`src/rtl/dl_fetch_if.sv`:
```
// Signal bundle between the display-list fetcher, the DMA memory port and the line RAM write side.
// The fetcher uses the master view; whatever drives its control inputs and memory responses uses the slave view.
interface dl_fetch_if;
  logic        DL_START;
  logic        DL_ABORT;
  logic [15:0] DL_ADDR;
  logic [3:0]  OFFSET;
  logic        MEM_REQ;
  logic [15:0] MEM_ADDR;
  logic        MEM_ACK;
  logic [7:0]  MEM_DATA;
  logic [7:0]  INPUT_ADDR;
  logic        INPUT_W;
  logic [2:0]  PALETTE;
  logic        PALETTE_W;
  logic        WM;
  logic        WM_W;
  logic [7:0]  PIXELS;
  logic        PIXELS_W;
  logic        BUSY;
  logic        DONE;
  logic        OVERRUN;

  modport master (
    input  DL_START, DL_ABORT, DL_ADDR, OFFSET, MEM_ACK, MEM_DATA,
    output MEM_REQ, MEM_ADDR, INPUT_ADDR, INPUT_W, PALETTE, PALETTE_W,
           WM, WM_W, PIXELS, PIXELS_W, BUSY, DONE, OVERRUN
  );

  modport slave (
    output DL_START, DL_ABORT, DL_ADDR, OFFSET, MEM_ACK, MEM_DATA,
    input  MEM_REQ, MEM_ADDR, INPUT_ADDR, INPUT_W, PALETTE, PALETTE_W,
           WM, WM_W, PIXELS, PIXELS_W, BUSY, DONE, OVERRUN
  );
endinterface

```
`src/rtl/dl_fetch.sv`:
```
// Maria display-list walker: parses 4/5-byte headers, fetches direct-object graphics bytes
// over a req/ack port and emits palette/hpos/write-mode/pixel strobes to the line RAM.
module dl_fetch #(
  parameter int MAX_ENTRIES = 32
) (
  input  logic       SYSCLK,
  input  logic       RESET_N,
  dl_fetch_if.master bus
);
  localparam int CW = $clog2(MAX_ENTRIES + 1);
  localparam logic [CW-1:0] MAX_C = CW'(MAX_ENTRIES);

  typedef enum logic [3:0] {IDLE, H0, H1, H2, H3, H4, EMIT, GFX, FIN} state_t;

  state_t        state_r;
  logic [15:0]   dl_ptr_r;
  logic [CW-1:0] count_r;
  logic [7:0]    lo_r;
  logic [7:0]    hi_r;
  logic [2:0]    pal_r;
  logic [4:0]    wfield_r;
  logic          ext_r;
  logic          wm_r;
  logic          ind_r;
  logic [5:0]    n_r;
  logic [5:0]    idx_r;
  logic          req_r;
  logic [15:0]   addr_r;
  logic [7:0]    input_addr_r;
  logic          input_w_r;
  logic [2:0]    palette_r;
  logic          palette_w_r;
  logic          wm_out_r;
  logic          wm_w_r;
  logic [7:0]    pixels_r;
  logic          pixels_w_r;
  logic          busy_r;
  logic          done_r;
  logic          overrun_r;

  logic          ack_s;
  logic          fetch_s;
  logic [7:0]    hi_off_s;
  logic [15:0]   gfx_addr_s;
  logic [CW-1:0] count_inc_s;
  logic [7:0]    data_s;

  assign data_s      = bus.MEM_DATA;
  assign ack_s       = req_r & bus.MEM_ACK;
  assign fetch_s     = (state_r == H0) || (state_r == H1) || (state_r == H2) ||
                       (state_r == H3) || (state_r == H4) || (state_r == GFX);
  // High byte and the 16-bit object address wrap independently.
  assign hi_off_s    = hi_r + {4'd0, bus.OFFSET};
  assign gfx_addr_s  = {hi_off_s, lo_r} + {10'd0, idx_r};
  assign count_inc_s = count_r + {{(CW-1){1'b0}}, 1'b1};

  // Walker state machine, memory handshake and registered line-RAM strobes.
  always_ff @(posedge SYSCLK or negedge RESET_N) begin
    if (!RESET_N) begin
      state_r      <= IDLE;
      dl_ptr_r     <= 16'd0;
      count_r      <= {CW{1'b0}};
      lo_r         <= 8'd0;
      hi_r         <= 8'd0;
      pal_r        <= 3'd0;
      wfield_r     <= 5'd0;
      ext_r        <= 1'b0;
      wm_r         <= 1'b0;
      ind_r        <= 1'b0;
      n_r          <= 6'd0;
      idx_r        <= 6'd0;
      req_r        <= 1'b0;
      addr_r       <= 16'd0;
      input_addr_r <= 8'd0;
      input_w_r    <= 1'b0;
      palette_r    <= 3'd0;
      palette_w_r  <= 1'b0;
      wm_out_r     <= 1'b0;
      wm_w_r       <= 1'b0;
      pixels_r     <= 8'd0;
      pixels_w_r   <= 1'b0;
      busy_r       <= 1'b0;
      done_r       <= 1'b0;
      overrun_r    <= 1'b0;
    end else if (bus.DL_ABORT) begin
      // A coincident ACK is dropped; a PIXELS_W registered last edge has already fired.
      state_r     <= IDLE;
      req_r       <= 1'b0;
      busy_r      <= 1'b0;
      done_r      <= 1'b0;
      input_w_r   <= 1'b0;
      palette_w_r <= 1'b0;
      wm_w_r      <= 1'b0;
      pixels_w_r  <= 1'b0;
    end else begin
      input_w_r   <= 1'b0;
      palette_w_r <= 1'b0;
      wm_w_r      <= 1'b0;
      pixels_w_r  <= 1'b0;
      done_r      <= 1'b0;

      if (fetch_s && !req_r) begin
        req_r  <= 1'b1;
        addr_r <= (state_r == GFX) ? gfx_addr_s : dl_ptr_r;
      end else if (ack_s) begin
        req_r <= 1'b0;
        if (state_r != GFX) begin
          dl_ptr_r <= dl_ptr_r + 16'd1;
        end else begin
          dl_ptr_r <= dl_ptr_r;
        end
      end else begin
        req_r <= req_r;
      end

      case (state_r)
        IDLE: begin
          if (bus.DL_START) begin
            state_r   <= H0;
            dl_ptr_r  <= bus.DL_ADDR;
            busy_r    <= 1'b1;
            overrun_r <= 1'b0;
            count_r   <= {CW{1'b0}};
          end
        end
        H0: begin
          if (ack_s) begin
            lo_r    <= data_s;
            state_r <= H1;
          end
        end
        H1: begin
          if (ack_s) begin
            if (data_s[6:0] == 7'd0) begin
              done_r  <= 1'b1;
              state_r <= FIN;
            end else if (data_s[4:0] != 5'd0) begin
              pal_r    <= data_s[7:5];
              wfield_r <= data_s[4:0];
              ext_r    <= 1'b0;
              ind_r    <= 1'b0;
              state_r  <= H2;
            end else begin
              wm_r    <= data_s[7];
              ind_r   <= data_s[5];
              ext_r   <= 1'b1;
              state_r <= H2;
            end
          end
        end
        H2: begin
          if (ack_s) begin
            hi_r    <= data_s;
            state_r <= ext_r ? H3 : H4;
          end
        end
        H3: begin
          if (ack_s) begin
            pal_r    <= data_s[7:5];
            wfield_r <= data_s[4:0];
            state_r  <= H4;
          end
        end
        H4: begin
          if (ack_s) begin
            input_addr_r <= data_s;
            input_w_r    <= 1'b1;
            palette_r    <= pal_r;
            palette_w_r  <= 1'b1;
            wm_w_r       <= ext_r;
            if (ext_r) begin
              wm_out_r <= wm_r;
            end
            state_r <= EMIT;
          end
        end
        EMIT: begin
          count_r <= count_inc_s;
          if (ind_r) begin
            if (count_inc_s == MAX_C) begin
              overrun_r <= 1'b1;
              done_r    <= 1'b1;
              state_r   <= FIN;
            end else begin
              state_r <= H0;
            end
          end else begin
            // Width field 0 means a full 32-byte object.
            n_r     <= 6'd32 - {1'b0, wfield_r};
            idx_r   <= 6'd0;
            state_r <= GFX;
          end
        end
        GFX: begin
          if (ack_s) begin
            pixels_r   <= data_s;
            pixels_w_r <= 1'b1;
            if (idx_r == n_r - 6'd1) begin
              if (count_r == MAX_C) begin
                overrun_r <= 1'b1;
                done_r    <= 1'b1;
                state_r   <= FIN;
              end else begin
                state_r <= H0;
              end
            end else begin
              idx_r <= idx_r + 6'd1;
            end
          end
        end
        FIN: begin
          busy_r  <= 1'b0;
          state_r <= IDLE;
        end
        default: begin
          state_r <= IDLE;
          req_r   <= 1'b0;
          busy_r  <= 1'b0;
        end
      endcase
    end
  end

  assign bus.MEM_REQ    = req_r;
  assign bus.MEM_ADDR   = addr_r;
  assign bus.INPUT_ADDR = input_addr_r;
  assign bus.INPUT_W    = input_w_r;
  assign bus.PALETTE    = palette_r;
  assign bus.PALETTE_W  = palette_w_r;
  assign bus.WM         = wm_out_r;
  assign bus.WM_W       = wm_w_r;
  assign bus.PIXELS     = pixels_r;
  assign bus.PIXELS_W   = pixels_w_r;
  assign bus.BUSY       = busy_r;
  assign bus.DONE       = done_r;
  assign bus.OVERRUN    = overrun_r;
endmodule

```
`src/flat_wrapper.sv`:
```
// flat-port wrapper written by rule: the top's interface ports become plain ports
module dl_fetch_flat 
#(
  parameter int MAX_ENTRIES = 32
)
  (SYSCLK, RESET_N, bus_DL_START, bus_DL_ABORT, bus_DL_ADDR, bus_OFFSET, bus_MEM_ACK, bus_MEM_DATA, bus_MEM_REQ, bus_MEM_ADDR, bus_INPUT_ADDR, bus_INPUT_W, bus_PALETTE, bus_PALETTE_W, bus_WM, bus_WM_W, bus_PIXELS, bus_PIXELS_W, bus_BUSY, bus_DONE, bus_OVERRUN);
  dl_fetch_if bus_i ();
  input  logic SYSCLK;
  input  logic RESET_N;
  input wire logic [$bits(bus_i.DL_START)-1:0] bus_DL_START;
  input wire logic [$bits(bus_i.DL_ABORT)-1:0] bus_DL_ABORT;
  input wire logic [$bits(bus_i.DL_ADDR)-1:0] bus_DL_ADDR;
  input wire logic [$bits(bus_i.OFFSET)-1:0] bus_OFFSET;
  input wire logic [$bits(bus_i.MEM_ACK)-1:0] bus_MEM_ACK;
  input wire logic [$bits(bus_i.MEM_DATA)-1:0] bus_MEM_DATA;
  output wire logic [$bits(bus_i.MEM_REQ)-1:0] bus_MEM_REQ;
  output wire logic [$bits(bus_i.MEM_ADDR)-1:0] bus_MEM_ADDR;
  output wire logic [$bits(bus_i.INPUT_ADDR)-1:0] bus_INPUT_ADDR;
  output wire logic [$bits(bus_i.INPUT_W)-1:0] bus_INPUT_W;
  output wire logic [$bits(bus_i.PALETTE)-1:0] bus_PALETTE;
  output wire logic [$bits(bus_i.PALETTE_W)-1:0] bus_PALETTE_W;
  output wire logic [$bits(bus_i.WM)-1:0] bus_WM;
  output wire logic [$bits(bus_i.WM_W)-1:0] bus_WM_W;
  output wire logic [$bits(bus_i.PIXELS)-1:0] bus_PIXELS;
  output wire logic [$bits(bus_i.PIXELS_W)-1:0] bus_PIXELS_W;
  output wire logic [$bits(bus_i.BUSY)-1:0] bus_BUSY;
  output wire logic [$bits(bus_i.DONE)-1:0] bus_DONE;
  output wire logic [$bits(bus_i.OVERRUN)-1:0] bus_OVERRUN;
  assign bus_i.DL_START = bus_DL_START;
  assign bus_i.DL_ABORT = bus_DL_ABORT;
  assign bus_i.DL_ADDR = bus_DL_ADDR;
  assign bus_i.OFFSET = bus_OFFSET;
  assign bus_i.MEM_ACK = bus_MEM_ACK;
  assign bus_i.MEM_DATA = bus_MEM_DATA;
  assign bus_MEM_REQ = bus_i.MEM_REQ;
  assign bus_MEM_ADDR = bus_i.MEM_ADDR;
  assign bus_INPUT_ADDR = bus_i.INPUT_ADDR;
  assign bus_INPUT_W = bus_i.INPUT_W;
  assign bus_PALETTE = bus_i.PALETTE;
  assign bus_PALETTE_W = bus_i.PALETTE_W;
  assign bus_WM = bus_i.WM;
  assign bus_WM_W = bus_i.WM_W;
  assign bus_PIXELS = bus_i.PIXELS;
  assign bus_PIXELS_W = bus_i.PIXELS_W;
  assign bus_BUSY = bus_i.BUSY;
  assign bus_DONE = bus_i.DONE;
  assign bus_OVERRUN = bus_i.OVERRUN;
  dl_fetch #(.MAX_ENTRIES(MAX_ENTRIES)) u_core (.SYSCLK(SYSCLK), .RESET_N(RESET_N), .bus(bus_i));
endmodule
```
`config.mk`:
```
export PLATFORM = sky130hd
export DESIGN_NAME = dl_fetch_flat
export DESIGN_NICKNAME = d
export VERILOG_FILES = /design/src/rtl/dl_fetch_if.sv /design/src/rtl/dl_fetch.sv /design/src/flat_wrapper.sv
export SDC_FILE = /design/constraint.sdc
export NUM_CORES = 1
export LEC_CHECK = 0
export BUFFER_PORTS_ARGS = -buffer_cell sky130_fd_sc_hd__buf_2
export CORE_MARGIN = 4
export CORE_UTILIZATION = 50
export DETAILED_ROUTE_END_ITERATION = 12
export HOLD_SLACK_MARGIN = 0.06
export PLACE_DENSITY = 0.71
export SLEW_MARGIN = 30
export SYNTH_ARGS = -nofsm -noshare
export SYNTH_HDL_FRONTEND = slang
export SYNTH_SLANG_ARGS = --single-unit
export TNS_END_PERCENT = 5
```
`constraint.sdc`:
```
create_clock -name SYSCLK -period 4.7 [get_ports SYSCLK]
set_input_delay 0.94 -clock SYSCLK [delete_from_list [all_inputs] [get_ports SYSCLK]]
set_output_delay 0.94 -clock SYSCLK [all_outputs]
set_load 0.05 [all_outputs]
```
==> summary by stage <==
Synthesis
The number of unique standard cell types used by synthesis is 61. The total number of yosys warnings is 0. The synthesized area per cell is about 9.4 sq um. The number of nets in the synthesized netlist is 682.

The primary flip-flop cell chosen by synthesis mapping is dfrtp_1. The share of the Yosys chip area taken by registers is 0.456. The number of synthesized register bits is around 110. The post-synthesis cell area is 5920 sq um. Counting flops with an async set or reset pin after synthesis yields a share of 1.00. The number of synthesized flops with an enable pin is 0. The count of mapped cells out of synthesis is 630.

Finish
In the final layout, the share of cells above drive strength 1 is 0.208. The finished cells cover between 6000 and 7000 sq um. The end-of-flow core utilization is 0.580. The count of filler cells inserted in the layout is 1,007. The area taken by multi-input logic gates is 3040 sq um. For this run, the post-layout net count is between 700 and 800.

The number of antenna diodes in the final layout is 0. The finished layout holds 835 standard cells, fillers aside. The sequential standard cell area is 2700 sq um.

Compared with the post-synthesis result, the final layout area differs by 12.9%.

Job
The tool flagged a number of max-cap violations equal to 0.

GRT
The met3 capacity usage during global routing is 0.0586. The first global-routing pass estimated 23,700 um of wire. The initial antenna violation count is 0. The routing layer with the top usage in global route is met2. Entering global routing, the biggest net connects between 50 and 60 pins. Across every metal layer, demand over resource in global routing totals 0.221. The leftover overflow at the end of global routing is 0. In the global route stage, met2 resource usage came out at 0.356.

In the global route stage, met1 resource usage came out at 0.304. The number of global-route vias before repair is 4,849.

Critical path
The most numerous cell on the critical path is nand3_1. For this run, the slowest stage of the critical path takes between 0.4 and 0.5 ns. The nature of the critical path startpoint is an input port. The startpoint of the lowest-slack register-to-register path is u_core.state_r[0]. The cell depth of the worst flop-to-flop path is 7. The critical path is of the in -> reg type.

The most critical setup path has its startpoint at bus_OFFSET[0]. The critical path arrival is 3.12 ns. Broken down by cell family, the worst path's largest delay share belongs to adder cells. Together, buffers and inverters on the worst path number 1. The slack of the worst reg-to-reg path is roughly 1.9 ns. The worst setup path is captured at a flop. STA puts the critical path data required time at 4.92 ns.

The slowest cell on the critical path is fa_1. The critical path goes through buf_2 -> ha_1 -> fa_1 -> xor2_1 -> nor2b_1 -> nand3_1 -> o31ai_1 -> nand3_1 -> mux2i_1 -> o211ai_1. The peak fanout along the critical path is 3. The capture instance of the worst register-to-register path is u_core.dl_ptr_r[14].

Clock network
The clock net in this run drives a total of ~110 sinks. Clock tree synthesis selected as its root buffer the cell clkbuf_16. The clock buffer count from CTS is 9. In this run the deepest clock path goes through 2 buffers. The worst-skew pair later-pin latency is about 0.36 ns. Once the clock tree was built, the resizer swapped 0 gates to a different size. The clock tree from TritonCTS is yes. The number of buffers added to fix hold violations after cts is 0. The number of levels the H-tree was split into is 3.

The buffers inserted during post-CTS setup optimization is 0. Clock-pin slew was measured on the worst setup and hold paths at 0.08 ns.

Place
The number of input and output port buffers inserted is 76. The placed wire-length estimate is between 10,000 and 15,000 um. The cell count after placement is 819. The post-placement cell area is 6370 sq um.

Routability-driven placement finished with a final weighted congestion of 0.881.

Route
The initial DRC count is 439. The count of nets left with antenna violations once routing finished came out at 0. The average wire per standard cell is ~17 um. After detailed routing, the number of remaining DRC violations is 0. The detailed-route via count is between 4k and 5k. The number of optimization iterations in the first detailed-route pass is 6. The via count normalized by instance count is slightly below 6. The detailed-route wire length is 14,300 um.

Floorplanning
between 70 and 80 I/O pins were placed. The horizontal die dimension is about 120 um. The initial utilization of the core area, before any placement, comes to 0.514. In this run the vertical extent of the chip is roughly 120 um.

The number of placement rows is 39. The region available for standard cell placement spans 11,500 sq um. The floorplan die area is 13,600 sq um.

STA
The actual slew at the worst max-slew pin is 0.885 ns. Hold timing on the final database bottoms out at a slack of approximately 0.42 ns. The max-slew violation count came to 0.

The clock period could shrink to 2.90 ns. Derived from the worst setup path, the maximum achievable clock frequency is 345 MHz. The final clock skew is 0.00988 ns. Setup violations remaining at the end of the flow were counted as 0. The final-layout setup total negative slack is 0 ns.

Of the available clock period, the critical path in the final layout requires 0.617. Setup repair after global routing left no endpoint under its margin. The normalized max-slew margin is 0.408.

The final-report hold violation count is 0.

Status
The run finished with clean final reports.

Pwr
The leakage dissipation is ~3.2 nW. VDD sags by at most 309 uV. The power density over the cells is approximately 500 nW/um^2.

Hold path
In this run the worst hold path is classified as in -> async.
layer usage:
metal  share of wire  vias to the layer above
met5               0                        -
li1                -                     2353
met4           0.015                        0
met1            0.45                     2422
met3           0.060                       17
met2            0.48                      152
cell families (layout without fill, tap and decap cells):
| logic type | count (synthesis) | count (layout) | share of synthesized area |
|---|---|---|---|
| AND/OR/NAND/NOR | 241 | 241 | 0.199 |
| XOR/XNOR | 23 | 23 | 0.0340 |
| flip-flops | 108 | 108 | 0.456 |
| adder cells (fa/ha/maj) | 19 | 19 | 0.0427 |
| multiplexers | 41 | 41 | 0.0769 |
| AO/OA/AOI/OAI | 150 | 150 | 0.158 |
| buffers and inverters | 48 | 110 | 0.0323 |
per-stage QoR:
stage               setup WS (ns)  power (W)
finish                       1.80    0.00342
global route                 1.63    0.00364
CTS                          1.80    0.00343
detailed placement           1.47    0.00266
global placement             1.54    0.00261
floorplan                    1.79    0.00233
cells in the final DEF (no fill, tap or decap), types with 4 or more instances in the layout:
cell type  count
a21oi_1       43
dfrtp_1      108
and4_1         4
o31ai_1        7
nor2b_1        8
and3_1         5
o21ai_0       45
o22a_1        14
nor3b_1        4
ha_1          17
xor2_1        15
nand4_1        5
clkbuf_16      9
nand3_1       20
xnor2_1        8
mux2i_1        5
nor3_1        17
a211oi_1       7
a31oi_1        4
or3_1          4
nand2b_1       9
buf_2         75
mux2_2        36
nand2_1       88
a21o_1         4
nor2_1        52
inv_1         16
sequential cells by signal (all words and copies together) (netlist names), 3 cells and up:
signal,cells
u_core.hi_r,8
u_core.bus.MEM_ADDR,16
u_core.state_r,4
u_core.idx_r,6
u_core.bus.PALETTE,3
u_core.wfield_r,5
u_core.bus.INPUT_ADDR,8
u_core.pal_r,3
u_core.count_r,6
u_core.n_r,6
u_core.lo_r,8
u_core.dl_ptr_r,16
u_core.bus.PIXELS,8
how the worst max path moves through the flow:
| stage | to | slack, ns | cells past startpoint |
|---|---|---|---|
| floorplan | u_core.bus.MEM_ADDR[15] | 1.79 | 9 |
| global placement | u_core.bus.MEM_ADDR[15] | 1.54 | 10 |
| detailed placement | u_core.bus.MEM_ADDR[13] | 1.47 | 10 |
| CTS | u_core.bus.MEM_ADDR[15] | 1.80 | 10 |
| global route | u_core.bus.MEM_ADDR[13] | 1.63 | 10 |
| finish | u_core.bus.MEM_ADDR[15] | 1.80 | 10 |
cells in the mapped netlist, types with 5 or more instances:
master | instances | area share
clkbuf_1 | 26 | 0.016
nand3_1 | 21 | 0.018
dfrtp_1 | 108 | 0.46
nand2_1 | 88 | 0.056
o21ai_0 | 45 | 0.038
xor2_1 | 15 | 0.022
and3_1 | 5 | 0.0053
nor3_1 | 17 | 0.014
nor2b_1 | 8 | 0.0085
xnor2_1 | 8 | 0.012
o22a_1 | 14 | 0.021
inv_1 | 16 | 0.010
a211oi_1 | 7 | 0.0089
a21oi_1 | 43 | 0.036
ha_1 | 17 | 0.036
mux2i_1 | 5 | 0.0085
nand4_1 | 5 | 0.0053
nor2_1 | 52 | 0.033
o31ai_1 | 7 | 0.0089
mux2_2 | 36 | 0.068
nand2b_1 | 9 | 0.0095
area by class of cell:
| type | instances | share of cell area |
|---|---|---|
| clock buffers | 10 | 0.0358 |
| clock inverters | 6 | 0.00936 |
| inverters | 16 | 0.00899 |
| multi-input cells | 474 | 0.455 |
| flip-flops and latches | 108 | 0.404 |
| well taps | 143 | 0.0268 |
| repair buffers | 78 | 0.0595 |
where the power goes:
group | total [W] | internal [W] | switching [W]
registers | 0.00143 | 0.00117 | 0.000266
logic | 0.00122 | 0.000446 | 0.000777
clock network | 0.000761 | 0.000389 | 0.000372
total | 0.00342 | 0.00200 | 0.00141
Note: power is estimated with default switching activity, not from simulation.
